**config.mk**
```make
export PLATFORM = sky130hd
export DESIGN_NAME = counter_reload_ctrl_flat
export DESIGN_NICKNAME = d
export VERILOG_FILES = /design/src/rtl/counter_reload_ctrl_if.sv /design/src/rtl/counter_reload_ctrl.sv /design/src/flat_wrapper.sv
export SDC_FILE = /design/constraint.sdc
export NUM_CORES = 1
export LEC_CHECK = 0
export BUFFER_PORTS_ARGS = -buffer_cell sky130_fd_sc_hd__buf_4
export CAP_MARGIN = 10
export CORE_MARGIN = 3
export CORE_UTILIZATION = 49
export DETAILED_ROUTE_END_ITERATION = 6
export GPL_TIMING_DRIVEN = 0
export PLACE_DENSITY = 0.77
export SYNTH_ARGS = -nofsm -noshare
export SYNTH_HDL_FRONTEND = slang
export SYNTH_SLANG_ARGS = --single-unit
```
**constraint.sdc**
```tcl
create_clock -name CLK -period 1.41 [get_ports CLK]
set_input_delay 0.0705 -clock CLK [delete_from_list [all_inputs] [get_ports CLK]]
set_output_delay 0.0705 -clock CLK [all_outputs]
set_load 0.05 [all_outputs]
```
**src/rtl/counter_reload_ctrl_if.sv**
```systemverilog
// counter_reload_ctrl_if: bus bundle between the reload controller and its user.
// Ports: write/start/stop/mode and IRQ clear in; DATA/LOAD/ACTIVE/PEND/TICK/IRQ out.
// Optional match bus (MATCH_WR/MATCH_DATA/MATCH/CNT_O) under COUNTER_RELOAD_MATCH_EN.
interface counter_reload_ctrl_if #(
    parameter int WIDTH = 8
);
    logic             WR_EN;
    logic [WIDTH-1:0] WR_DATA;
    logic             START;
    logic             STOP;
    logic             MODE;
    logic             CNT_COUT;
    logic [WIDTH-1:0] DATA;
    logic             LOAD;
    logic             ACTIVE;
    logic             PEND;
    logic             TICK;
    logic             IRQ;
    logic             IRQ_CLR;
`ifdef COUNTER_RELOAD_MATCH_EN
    logic             MATCH_WR;
    logic [WIDTH-1:0] MATCH_DATA;
    logic             MATCH;
    logic [WIDTH-1:0] CNT_O;

    modport master (
        output WR_EN, WR_DATA, START, STOP, MODE, CNT_COUT, IRQ_CLR,
        output MATCH_WR, MATCH_DATA, CNT_O,
        input  DATA, LOAD, ACTIVE, PEND, TICK, IRQ, MATCH
    );
    modport slave (
        input  WR_EN, WR_DATA, START, STOP, MODE, CNT_COUT, IRQ_CLR,
        input  MATCH_WR, MATCH_DATA, CNT_O,
        output DATA, LOAD, ACTIVE, PEND, TICK, IRQ, MATCH
    );
`else
    modport master (
        output WR_EN, WR_DATA, START, STOP, MODE, CNT_COUT, IRQ_CLR,
        input  DATA, LOAD, ACTIVE, PEND, TICK, IRQ
    );
    modport slave (
        input  WR_EN, WR_DATA, START, STOP, MODE, CNT_COUT, IRQ_CLR,
        output DATA, LOAD, ACTIVE, PEND, TICK, IRQ
    );
`endif
endinterface

```
**src/rtl/counter_reload_ctrl.sv**
```systemverilog
// counter_reload_ctrl: periodic / one-shot reload sequencer for a loadable counter.
// Ports: CLK, RESET (sync, active-high), bus (slave side of counter_reload_ctrl_if).
// Optional match comparator enabled by defining COUNTER_RELOAD_MATCH_EN.
module counter_reload_ctrl #(
    parameter int               WIDTH       = 8,
    parameter logic [WIDTH-1:0] RELOAD_INIT = '0
) (
    input logic                  CLK,
    input logic                  RESET,
    counter_reload_ctrl_if.slave bus
);
    localparam logic [0:0] S_IDLE = 1'b0;
    localparam logic [0:0] S_RUN  = 1'b1;

    logic [0:0]       r_state;
    logic [WIDTH-1:0] r_active;
    logic [WIDTH-1:0] r_pending;
    logic             r_pend;
    logic             r_mode;
    logic             r_tick;
    logic             r_irq;

    logic w_run;
    logic w_stop;
    logic w_bound;
    logic w_exit;

    assign w_run   = (r_state == S_RUN);
    assign w_stop  = w_run & bus.STOP;
    // A boundary cut short by STOP is not a period end.
    assign w_bound = w_run & ~bus.STOP & bus.CNT_COUT;
    assign w_exit  = w_stop | (w_bound & r_mode);

    assign bus.DATA   = r_active;
    assign bus.LOAD   = RESET | ~w_run | bus.STOP | bus.CNT_COUT;
    assign bus.ACTIVE = w_run;
    assign bus.PEND   = r_pend;
    assign bus.TICK   = r_tick;
    assign bus.IRQ    = r_irq;

    always_ff @(posedge CLK) begin
        if (RESET) begin
            r_state   <= S_IDLE;
            r_active  <= RELOAD_INIT;
            r_pending <= '0;
            r_pend    <= 1'b0;
            r_mode    <= 1'b0;
            r_tick    <= 1'b0;
            r_irq     <= 1'b0;
        end else begin
            r_tick <= w_bound;
            // Holding set through the TICK cycle lets a clear there lose.
            r_irq  <= w_bound | r_tick | (r_irq & ~bus.IRQ_CLR);
            if (r_state == S_IDLE) begin
                if (bus.WR_EN)
                    r_active <= bus.WR_DATA;
                if (bus.START && !bus.STOP) begin
                    r_mode  <= bus.MODE;
                    r_state <= S_RUN;
                end
            end else if (w_exit) begin
                // Leaving RUNNING: fold any pending value in, newest wins.
                r_state <= S_IDLE;
                r_pend  <= 1'b0;
                if (bus.WR_EN)
                    r_active <= bus.WR_DATA;
                else if (r_pend)
                    r_active <= r_pending;
            end else begin
                if (w_bound && r_pend) begin
                    r_active <= r_pending;
                    r_pend   <= 1'b0;
                end
                // Written last so a boundary-cycle write stays pending.
                if (bus.WR_EN) begin
                    r_pending <= bus.WR_DATA;
                    r_pend    <= 1'b1;
                end
            end
        end
    end

`ifdef COUNTER_RELOAD_MATCH_EN
    logic [WIDTH-1:0] r_match_val;
    logic             r_match;

    assign bus.MATCH = r_match;

    always_ff @(posedge CLK) begin
        if (RESET) begin
            r_match_val <= '0;
            r_match     <= 1'b0;
        end else begin
            if (bus.MATCH_WR)
                r_match_val <= bus.MATCH_DATA;
            r_match <= w_run & (bus.CNT_O == r_match_val);
        end
    end
`endif
endmodule
```
**src/flat_wrapper.sv**
```systemverilog
// flat-port wrapper written by rule: the top's interface ports become plain ports
module counter_reload_ctrl_flat 
#(
    parameter int               WIDTH       = 8,
    parameter logic [WIDTH-1:0] RELOAD_INIT = '0
)
  (CLK, RESET, bus_WR_EN, bus_WR_DATA, bus_START, bus_STOP, bus_MODE, bus_CNT_COUT, bus_IRQ_CLR, bus_DATA, bus_LOAD, bus_ACTIVE, bus_PEND, bus_TICK, bus_IRQ);
  counter_reload_ctrl_if #(.WIDTH(WIDTH)) bus_i ();
  input logic CLK;
  input logic RESET;
  input wire logic [$bits(bus_i.WR_EN)-1:0] bus_WR_EN;
  input wire logic [$bits(bus_i.WR_DATA)-1:0] bus_WR_DATA;
  input wire logic [$bits(bus_i.START)-1:0] bus_START;
  input wire logic [$bits(bus_i.STOP)-1:0] bus_STOP;
  input wire logic [$bits(bus_i.MODE)-1:0] bus_MODE;
  input wire logic [$bits(bus_i.CNT_COUT)-1:0] bus_CNT_COUT;
  input wire logic [$bits(bus_i.IRQ_CLR)-1:0] bus_IRQ_CLR;
  output wire logic [$bits(bus_i.DATA)-1:0] bus_DATA;
  output wire logic [$bits(bus_i.LOAD)-1:0] bus_LOAD;
  output wire logic [$bits(bus_i.ACTIVE)-1:0] bus_ACTIVE;
  output wire logic [$bits(bus_i.PEND)-1:0] bus_PEND;
  output wire logic [$bits(bus_i.TICK)-1:0] bus_TICK;
  output wire logic [$bits(bus_i.IRQ)-1:0] bus_IRQ;
  assign bus_i.WR_EN = bus_WR_EN;
  assign bus_i.WR_DATA = bus_WR_DATA;
  assign bus_i.START = bus_START;
  assign bus_i.STOP = bus_STOP;
  assign bus_i.MODE = bus_MODE;
  assign bus_i.CNT_COUT = bus_CNT_COUT;
  assign bus_i.IRQ_CLR = bus_IRQ_CLR;
  assign bus_DATA = bus_i.DATA;
  assign bus_LOAD = bus_i.LOAD;
  assign bus_ACTIVE = bus_i.ACTIVE;
  assign bus_PEND = bus_i.PEND;
  assign bus_TICK = bus_i.TICK;
  assign bus_IRQ = bus_i.IRQ;
  counter_reload_ctrl #(.WIDTH(WIDTH), .RELOAD_INIT(RELOAD_INIT)) u_core (.CLK(CLK), .RESET(RESET), .bus(bus_i));
endmodule
```
# Word-level counts from Yosys, hierarchy flattened
# Cells that the tools add are included.
[op_classes]
eq_ne = 2
mux = 12
n_bitwise = 15
n_reduce_logical = 9
[ops]
columns = ["op", "n"]
rows = [
  ["two-way mux 8 bit", 6],
  ["two-way mux 1 bit", 6],
  ["OR 1 bit", 6],
  ["AND reduction 3 bit", 2],
  ["AND 1 bit", 5],
  ["inverter 1 bit", 4],
  ["AND reduction 2 bit", 2],
  ["inequality test 3 x 2 -> 1 bit (second input constant)", 1],
  ["inequality test 3 bit (second input constant)", 1],
  ["nonzero test 3 bit", 1],
  ["logical AND 1 bit", 2],
  ["nonzero test 2 bit", 1],
  ["logical NOT 1 bit", 1],
]
[totals]
register_bits = 21

# Depth between registers and ports, before layout
# Gate-level depths: netlist of the first run.
[depth]
depth_word = 7
mapped_depth = 6
mapped_depth_nobuf = 4

# Least setup slack after synthesis of the first run
# OpenSTA, ideal clock, no wires.
[synth_timing]
path_kind = "register to output"
from = "reg u_core.r_state (netlist: u_core.bus.ACTIVE)"
to = "out bus_LOAD"
t_arrival_ns = 1.659
t_required_ns = 1.340
slack_ns = -0.319
path_stages_with_launch = 4
n_path_buf = 1
cell_sequence = "dfxtp_1 -> clkbuf_2 -> and2b_1 -> or3b_2"
[synth_between]
elab_chain_len = 4
[synth_lines]
columns = ["item", "line", "source"]
rows = [
  ["start: declaration", "counter_reload_ctrl.sv:15", "logic [0:0] r_state;"],
  ["start signal: assignment", "counter_reload_ctrl.sv:43", "r_state <= S_IDLE;"],
  ["start signal: assignment", "counter_reload_ctrl.sv:59", "r_state <= S_RUN;"],
  ["start signal: assignment", "counter_reload_ctrl.sv:63", "r_state <= S_IDLE;"],
  ["inverter 1 bit (no line)", "--", ""],
  ["OR 1 bit (3 in series)", "counter_reload_ctrl.sv:35", "assign bus.LOAD = RESET | ~w_run | bus.STOP | bus.CNT_COUT;"],
  ["end: declaration", "flat_wrapper.sv:19", "output wire logic [$bits(bus_i.LOAD)-1:0] bus_LOAD;"],
]
# No other way between the ends.

# Worst setup path after layout of the first run
# Same ends and word-level chain as after synthesis.

==> results of run 1 <==
==> cell families (layout without fill, tap and decap cells) <==
logic type | Yosys count | count (layout) | share of synthesized area [%]
AND/OR/NAND/NOR | 25 | 25 | 13.6
AO/OA/AOI/OAI | 22 | 22 | 17.7
flip-flops | 21 | 21 | 44.0
multiplexers | 17 | 17 | 17.8
buffers and inverters | 14 | 56 | 6.81
==> timing repair <==
action / in CTS / in global routing
endpoints found under the hold margin: 7 / 0
hold buffers: 7 / 0
buffers inserted: 2 / 1
resized for setup: 3 / 3
cloned: 0 / 1
setup endpoints to repair: 9 / 8
==> Yosys cell counts (all sizes together), types with 2 or more instances <==
library cell	count	share of area, %
a21oi	9	4.7
inv	9	3.5
dfxtp	21	44
nor2	11	4.3
buf	3	2.4
mux2i	17	18
clkbuf	2	0.92
nand3	2	1.0
a31o	8	7.3
nand2	6	3.4
==> power breakdown <==
part / internal, W / switching, W
registers: 0.000621 / 0.0000152
clock network: 0.000106 / 0.000196
logic: 0.000133 / 0.000183
total: 0.000859 / 0.000394
==> layout make-up <==
type | instances | area, um^2
Tap cell | 25 | 31.3
Timing Repair Buffer | 39 | 315
Clock inverter | 1 | 5.00
Buffer | 4 | 30.0
Fill cell | 142 | 439
Sequential cell | 21 | 424
Clock buffer | 3 | 22.5
Inverter | 9 | 33.8
Multi-Input combinational cell | 64 | 482
==> metrics by stage <==
step	utilization, %	total power [W]
after global placement	67.4	0.000933
after CTS	74.0	0.00125
final	75.4	0.00125
after detailed placement	67.4	0.000941
after floorplan	-	0.000840
after global routing	75.4	0.00130
==> critical path: cells and delay by family (launching register included) <==
kind	cells	cell delay (ps)
AND/OR/NAND/NOR	2	540
flip-flops	1	370
buffers and inverters	1	160
==> per-layer routing <==
| layer | wire [um] | share of wire [%] | global-route usage (%) | up-vias |
|---|---|---|---|---|
| met5 | 0 | 0 | 0 | - |
| met4 | 34 | 1.5 | 8.76 | 0 |
| met3 | 94 | 4.1 | 4.15 | 5 |
| met2 | 1230 | 53 | 35.0 | 17 |
| met1 | 941 | 41 | 24.3 | 402 |
| li1 | - | - | - | 426 |
==> sequential cells by signal (all words and copies together), names as in the netlist <==
signal	cells
u_core.bus.ACTIVE	1
u_core.bus.IRQ	1
u_core.r_pending	8
u_core.r_mode	1
u_core.bus.DATA	8
u_core.bus.PEND	1
u_core.bus.TICK	1
==> cell usage in the layout, fill, tap and decap left out, drive strengths merged, types with 2 or more instances in the layout <==
cell type / count
nor2: 11
mux2i: 17
a21oi: 9
inv: 9
clkbuf: 4
buf: 35
a31o: 8
nand2: 6
dfxtp: 21
nand3: 2
dlygate4sd3: 7
==> path summary, 6_finish.rpt <==
check | from | end | slack [ps] | cells past startpoint
worst max-delay path | u_core.bus.ACTIVE$_SDFF_PP0_ | bus_LOAD | -40 | 3
worst min-delay path | bus_WR_DATA[2] | u_core.r_pending[2]$_SDFFE_PP0P_ | -5 | 3
worst max register to register | u_core.bus.ACTIVE$_SDFF_PP0_ | u_core.r_pending[1]$_SDFFE_PP0P_ | 80 | 6
worst min register to register | u_core.bus.TICK$_SDFF_PP0_ | u_core.bus.IRQ$_SDFF_PP0_ | 500 | 2
==> flow_summary.json, run 1 <==
{
  "dp_hpwl_mm": 1.52,
  "cpMaxStageDelayCell": "or3b_4",
  "fin_ws_ps": -36.1,
  "cp_cell_sequence": "and2b_2 -> or3b_4 -> buf_8",
  "syn_avg_cell_area_um2": 9.64,
  "critPathLaunchType": "register",
  "routed_via_density": 5.12,
  "max_slew.worst_pin.slew_ps": 496,
  "tritoncts": "done",
  "drtAntennaViolNets": 0,
  "hold_class": "in2reg",
  "std_cell_rows": 15,
  "synth_edf_count": 0,
  "ys_seq_elements": 21,
  "status": "finished, violations left",
  "core_um2": 1780,
  "antenna_found_initial": 0,
  "rsz0062_at_grt": "yes",
  "firstDrtPassIters": 4,
  "slew_headroom_pct": 66.9,
  "post_drt_wl_per_cell_um": 13.8,
  "wl_mm": 2.30,
  "dpl-instance-area_um2": 1200,
  "grt_max_degree": 13,
  "required_ps": 1340,
  "period_minus_slack_ps": 1450,
  "yosysWarnings": 0,
  "via_count": 850,
  "vdd_ir_drop_max_v": 0.000576,
  "power_density_nw_per_um2": 933,
  "clock_latency_ps": 310,
  "maxCapViolations": 0,
  "syn2layout_area_growth_pct": 40.8,
  "gr-usage-all-layers_pct": 20.4,
  "clk_pin_slew_ps": 120,
  "grt_overflow_total": 0,
  "finalCritPeriodShare_pct": 103,
  "placed_cells": 152,
  "syn_nets": 115,
  "final_cell_area_um2": 1340,
  "clockRootBuffer": "clkbuf_4",
  "n_antenna_cell": 0,
  "io_pins": 29,
  "whs_ps": -4.59,
  "ys_types": 26,
  "final_hold_viol_count": 2,
  "cts.sinks": 21,
  "max_freq_mhz": 692,
  "drv_slew": 0,
  "fin_nets": 158,
  "die_h_um": 50.1,
  "p_leak_nw": 0.628,
  "remaining_drc_errors": 0,
  "layout-drive-gt1-share_pct": 40.4,
  "end_kind": "output pin",
  "critPathMaxFanout": 2,
  "drt-initial-drc-count": 18,
  "routabilityCongestion": 0.768,
  "synth_cells": 99,
  "preCtsSetupSlack_ps": -23.4,
  "cts_buffer_depth": 2,
  "violations": "hold timing, setup timing",
  "cts_made_buffers": 3,
  "crit_arrival_ps": 1380,
  "grt_pass1_wl_mm": 3.86,
  "io_buffer_count": 28,
  "syn_area_um2": 955,
  "fin_cells": 166,
  "max_stage_delay_ps": 380,
  "finClkSkew_ps": 3.39,
  "fp.dieW_um": 50.1,
  "grt_pass1_vias": 819,
  "critical_path_class": "reg2out",
  "die-area_um2": 2510,
  "htree_num_levels": 1,
  "synth_flop_cell": "dfxtp_1",
  "async_flop_share_pct": 0,
  "tns_ps": -36.1,
  "ys_seq_area_share_pct": 44.0,
  "setup_violations": 1,
  "start_util_pct": 53.5
}
Note: power is estimated with default switching activity, not from simulation.
==> run 2, diff against run 1 <==
--- a/config.mk
+++ b/config.mk
@@ -5,13 +5,15 @@
 export SDC_FILE = /design/constraint.sdc
 export NUM_CORES = 1
 export LEC_CHECK = 0
+export ABC_AREA = 1
 export BUFFER_PORTS_ARGS = -buffer_cell sky130_fd_sc_hd__buf_4
 export CAP_MARGIN = 10
 export CORE_MARGIN = 3
-export CORE_UTILIZATION = 49
+export CORE_UTILIZATION = 51
 export DETAILED_ROUTE_END_ITERATION = 6
 export GPL_TIMING_DRIVEN = 0
-export PLACE_DENSITY = 0.77
+export MAX_ROUTING_LAYER = met4
+export PLACE_DENSITY = 0.78
 export SYNTH_ARGS = -nofsm -noshare
 export SYNTH_HDL_FRONTEND = slang
 export SYNTH_SLANG_ARGS = --single-unit
==> run 2 against run 1 <==
Net effect: the run now ends clean; area after synthesis increased by 15%; non-clock buffer count decreased by 11; final area increased by 2.9%; die area increased by 9.5%; wire length decreased by 4.2%; critical path depth increased by 1; cell count increased by 33%; largest cell class unchanged; largest power group unchanged.
==> flow_summary.json, run 2 <==
{
  "hold_end": "u_core.r_pending[5]$_SDFFE_PP0P_",
  "drt-initial-drc-count": 19,
  "ys_seq_elements": 21,
  "p_leak_nw": 0.723,
  "dpl-instance-area_um2": 1350,
  "crit_arrival_ps": 1170,
  "worstReg2RegStart": "u_core.bus.ACTIVE$_SDFF_PP0_",
  "regArea_um2": 422,
  "reg2regPathDepth": 7,
  "final_cell_area_um2": 1380,
  "die_h_um": 52.5,
  "min_from": "bus_WR_DATA[5]",
  "gr-usage-all-layers_pct": 20.1,
  "post_drt_wl_per_cell_um": 10.0,
  "clock_latency_ps": 300,
  "yosysWarnings": 0,
  "start_util_pct": 55.0,
  "cts_buffer_depth": 2,
  "power_density_nw_per_um2": 911,
  "routabilityCongestion": 0.803,
  "remaining_drc_errors": 0,
  "io_pins": 29,
  "ys_seq_area_share_pct": 38.2,
  "placed_cells": 215,
  "maxCapViolations": 0,
  "fp.dieW_um": 52.5,
  "synth_edf_count": 0,
  "final_hold_viol_count": 0,
  "fin_cells": 220,
  "cts.repair.resized": 0,
  "synth_cells": 160,
  "synth_common_cells": "nand2_1, inv_1, dfxtp_1, nand3_1, a21oi_1",
  "max_freq_mhz": 809,
  "max_slew.worst_pin.slew_ps": 218,
  "layout-drive-gt1-share_pct": 28.5,
  "syn2layout_area_growth_pct": 25.6,
  "tns_ps": 0,
  "setup_violations": 0,
  "required_ps": 1340,
  "hold_class": "in2reg",
  "yosysMostFrequentCell": "nand2_1",
  "grt_pass1_wl_mm": 4.00,
  "grt_overflow_total": 0,
  "drv_slew": 0,
  "core_um2": 2000,
  "cts.sinks": 21,
  "critPathLaunchType": "register",
  "firstDrtPassIters": 4,
  "yosysTopAreaCell": "dfxtp_1",
  "critical_path_class": "reg2out",
  "synth_flop_cell": "dfxtp_1",
  "rsz0062_at_grt": "no",
  "finalCritPeriodShare_pct": 87.7,
  "clockRootBuffer": "clkbuf_4",
  "async_flop_share_pct": 0,
  "dp_hpwl_mm": 1.68,
  "r2r_setup_slack_ps": 220,
  "syn_area_um2": 1100,
  "finClkSkew_ps": 11.3,
  "drtAntennaViolNets": 0,
  "yosys-top-cells-area": "dfxtp_1, nand2_1, inv_1",
  "die-area_um2": 2750,
  "critPathMaxFanout": 7,
  "most-common-layout-cells": "nand2_1, inv_1, buf_4",
  "end_kind": "output pin",
  "cts_made_buffers": 3,
  "ys_types": 19,
  "utilization_pct": 69.1,
  "antenna_found_initial": 0,
  "clk_pin_slew_ps": 120,
  "layout_commonest_cell": "nand2_1",
  "multi_input_area_um2": 508,
  "std_cell_rows": 16,
  "n_fill_cell": 187,
  "grt_max_degree": 12,
  "n_antenna_cell": 0,
  "routed_via_density": 4.63,
  "post_cts_buffers": 0,
  "htree_num_levels": 1,
  "period_minus_slack_ps": 1240,
  "slew_headroom_pct": 85.4,
  "status": "finished clean",
  "vdd_ir_drop_max_v": 0.000520,
  "grt_pass1_vias": 960,
  "syn_avg_cell_area_um2": 6.88,
  "rr_endpoint": "u_core.bus.DATA[7]$_SDFFE_PP0P_",
  "wl_mm": 2.20,
  "min_path_cells": 3,
  "whs_ps": 10.7,
  "cts_hold_buf": 1,
  "synth.top_cell.area_share_pct": 38.2,
  "fin_nets": 210,
  "syn_nets": 176,
  "tritoncts": "done",
  "io_buffer_count": 28,
  "via_count": 1018
}
==> run 2: changes by cell type after synthesis, moves of 2 or more <==
cell     change
a21oi_1      +2
a31o_2       -8
inv_1       +28
mux2i_1     -17
nand2_1     +34
nand2_2      +2
nand3_1     +15
nor2_1       -8
nor2_2       +8
nor2_4       +2
o21ai_0      +8
==> run 2: worst max-delay path, stage by stage, from the launching register on <==
cell and delay, ps:
dfxtp_2 420, inv_2 70, nor2_4 120, nand2_1 70
buf_4 190
==> run 2: worst max path at each step <==
stage / startpoint / end / slack, ps / depth (start not counted)
floorplan: u_core.bus.PEND$_SDFFE_PP0P_ / u_core.bus.DATA[0]$_SDFFE_PP0P_ / 70 / 7
global placement: u_core.bus.ACTIVE$_SDFF_PP0_ / u_core.bus.DATA[5]$_SDFFE_PP0P_ / 250 / 7
detailed placement: u_core.bus.ACTIVE$_SDFF_PP0_ / u_core.bus.DATA[7]$_SDFFE_PP0P_ / 220 / 7
CTS: u_core.bus.ACTIVE$_SDFF_PP0_ / bus_LOAD / 150 / 4
global route: u_core.bus.ACTIVE$_SDFF_PP0_ / u_core.bus.DATA[5]$_SDFFE_PP0P_ / 90 / 7
finish: u_core.bus.ACTIVE$_SDFF_PP0_ / bus_LOAD / 170 / 4
==> run 2: final cells by class <==
class / instances / share of cell area, %
Timing Repair Buffer: 29 / 15.9
Clock buffer: 4 / 1.90
Inverter: 38 / 10.3
Tap cell: 27 / 2.44
Multi-Input combinational cell: 98 / 36.7
Buffer: 3 / 2.17
Sequential cell: 21 / 30.5
==> run 2: per-layer routing <==
| layer | GRT usage [%] | vias up | wire length [um] |
|---|---|---|---|
| met4 | 7.66 | 0 | 34 |
| met5 | - | - | 0 |
| met3 | 2.56 | 5 | 90 |
| li1 | - | 550 | - |
| met1 | 25.9 | 443 | 1020 |
| met2 | 32.0 | 20 | 1050 |
==> run 2: stage by stage <==
stage	setup slack, ps	power (W)
after floorplan	69.8	0.000881
after global placement	253	0.000976
after detailed placement	220	0.000983
after CTS	153	0.00127
after global routing	85.5	0.00133
final	173	0.00126
==> run 2: logic make-up (layout without fill, tap and decap cells) <==
group	count (synthesis)	in the layout	synth area share (%)
AND/OR/NAND/NOR	75	75	34.9
flip-flops	21	21	38.2
AO/OA/AOI/OAI	23	23	11.3
buffers and inverters	41	74	15.7
==> run 2: power breakdown <==
| part | internal (W) | switching [W] | total (W) |
|---|---|---|---|
| sequential | 0.000625 | 0.0000180 | 0.000643 |
| clock | 0.000110 | 0.000179 | 0.000289 |
| combinational | 0.000120 | 0.000208 | 0.000328 |
| total | 0.000855 | 0.000405 | 0.00126 |
==> run 3, diff against run 2 <==
--- a/config.mk
+++ b/config.mk
@@ -9,11 +9,11 @@
 export BUFFER_PORTS_ARGS = -buffer_cell sky130_fd_sc_hd__buf_4
 export CAP_MARGIN = 10
 export CORE_MARGIN = 3
-export CORE_UTILIZATION = 51
+export CORE_UTILIZATION = 46
 export DETAILED_ROUTE_END_ITERATION = 6
 export GPL_TIMING_DRIVEN = 0
 export MAX_ROUTING_LAYER = met4
-export PLACE_DENSITY = 0.78
+export PLACE_DENSITY = 0.74
 export SYNTH_ARGS = -nofsm -noshare
 export SYNTH_HDL_FRONTEND = slang
 export SYNTH_SLANG_ARGS = --single-unit
==> constraint.sdc (replaced) <==
create_clock -name CLK -period 1 [get_ports CLK]
set_input_delay 0.05 -clock CLK [delete_from_list [all_inputs] [get_ports CLK]]
set_output_delay 0.05 -clock CLK [all_outputs]
set_load 0.05 [all_outputs]
==> run 3 against run 2 <==
Net effect: the run now ends with setup timing left; register-to-register slack got worse by 410 ps; wire length is 25% higher; non-clock buffer count grew 14; count of clock-buffer cells in the layout is 1 lower; critical endpoint unchanged; critical path type unchanged; die area up 9.6%; largest cell class unchanged; largest power group unchanged; sequential share of layout area decreased by 3.7 points; via count grew 13%.
==> flow_summary.json, run 3 (synthesis gave the netlist of run 2 again) <==
{
  "hold_class": "in2reg",
  "tns_ps": -2950,
  "io_pins": 29,
  "clockRootBuffer": "clkbuf_4",
  "fp.dieW_um": 54.9,
  "rsz0062_at_grt": "yes",
  "n_antenna_cell": 0,
  "routabilityCongestion": 0.829,
  "grt_overflow_total": 0,
  "post_drt_wl_per_cell_um": 11.7,
  "cts_made_buffers": 3,
  "gr-usage-all-layers_pct": 20.7,
  "finalCritPeriodShare_pct": 124,
  "required_ps": 950,
  "routed_via_density": 4.86,
  "dpl-instance-area_um2": 1350,
  "via_count": 1146,
  "period_minus_slack_ps": 1240,
  "violations": "setup timing",
  "max_slew.worst_pin.slew_ps": 299,
  "grt_pass1_wl_mm": 4.44,
  "antenna_found_initial": 0,
  "status": "finished, violations left",
  "fin_ws_ps": -235,
  "maxCapViolations": 0,
  "wl_mm": 2.76,
  "final_cell_area_um2": 1600,
  "core_um2": 2230,
  "start_util_pct": 49.3,
  "critPathMaxFanout": 7,
  "slew_headroom_pct": 80.0,
  "io_buffer_count": 28,
  "std_cell_rows": 17,
  "cts.sinks": 21,
  "grt_max_degree": 13,
  "drtAntennaViolNets": 0,
  "drv_slew": 0,
  "crit_arrival_ps": 1190,
  "critical_path_class": "reg2out",
  "end_kind": "output pin",
  "fin_nets": 225,
  "power_density_nw_per_um2": 1170,
  "dp_hpwl_mm": 1.73,
  "tritoncts": "done",
  "crit_path_start": "u_core.bus.ACTIVE$_SDFF_PP0_",
  "die-area_um2": 3020,
  "min_from": "bus_STOP",
  "die_h_um": 54.9,
  "critPathLaunchType": "register",
  "p_leak_nw": 0.806,
  "setup_violations": 19,
  "cts_buffer_depth": 2,
  "most-common-layout-cells": "inv_1, nand2_1, buf_4",
  "max_freq_mhz": 809,
  "drt-initial-drc-count": 10,
  "worstReg2RegStart": "u_core.bus.ACTIVE$_SDFF_PP0_",
  "syn2layout_area_growth_pct": 45.2,
  "vdd_ir_drop_max_v": 0.000886,
  "clock_latency_ps": 320,
  "firstDrtPassIters": 4,
  "finClkSkew_ps": 9.87,
  "final_hold_viol_count": 0,
  "clk_pin_slew_ps": 120,
  "htree_num_levels": 1,
  "remaining_drc_errors": 0,
  "grt_pass1_vias": 1072,
  "layout-drive-gt1-share_pct": 37.0
}
run 3: cell types whose count changed in the layout (fill, tap and decap cells not counted), sizes merged:
cell	delta
buf	+6
clkbuf	-1
clkinv	+1
dlygate4sd3	+8
nand4	+1
run 3: where the power goes:
| part | switching (W) | internal, W | leakage, nW |
|---|---|---|---|
| registers | 0.0000303 | 0.000878 | 0.174 |
| clock network | 0.000286 | 0.000150 | 0.0177 |
| logic | 0.000321 | 0.000208 | 0.614 |
| total | 0.000638 | 0.00124 | 0.806 |
run 3: routing by layer:
| metal | part of all wire (%) | routed length [um] | vias to the layer above | GRT usage, % |
|---|---|---|---|---|
| met3 | 5.0 | 137 | 5 | 3.49 |
| met2 | 51 | 1410 | 37 | 35.8 |
| met5 | 0 | 0 | - | - |
| li1 | - | - | 586 | - |
| met1 | 42 | 1160 | 518 | 23.6 |
| met4 | 1.6 | 45 | 0 | 8.50 |
run 3: cell type report:
type,count,area (um^2)
buffer,3,30.0
clock buffer,3,22.5
clock inverter,1,5.00
fill,186,634
inverter,38,145
multi-input combinational,99,568
sequential,21,429
tap,28,35.0
timing repair buffer,43,364
run 3: stage by stage:
step                      hold slack [ps]  power (W)  setup slack (ps)  instances  utilization (%)
after floorplan                       109    0.00124              -140        160                -
after global placement                252    0.00138              -122        216             60.6
after detailed placement              257    0.00139              -155        216             60.6
after CTS                            26.3    0.00185              -179        233             68.0
after global routing                 43.4    0.00197              -265        236             71.6
final                                39.2    0.00187              -235        236             71.6
run 3: final timing paths:
path,end,slack [ps],cells past startpoint
worst max-delay path,bus_LOAD,-240,4
worst min-delay path,u_core.bus.TICK$_SDFF_PP0_,40,4
worst max register to register,u_core.bus.DATA[4]$_SDFFE_PP0P_,-190,7
worst min register to register,u_core.r_pending[0]$_SDFFE_PP0P_,530,2
run 3: critical path: stages (launching register included):
cell	delay [ps]
dfxtp_4	430
inv_4	50
nor2_4	160
nand2_2	80
buf_6	160
run 3: what timing repair did:
item	CTS	global route
endpoints found under the hold margin	12	0
buffers inserted	3	2
resized for setup	8	21
pin swaps	1	4
hold buffers	9	0
cloned	1	1
setup endpoints to repair	19	19
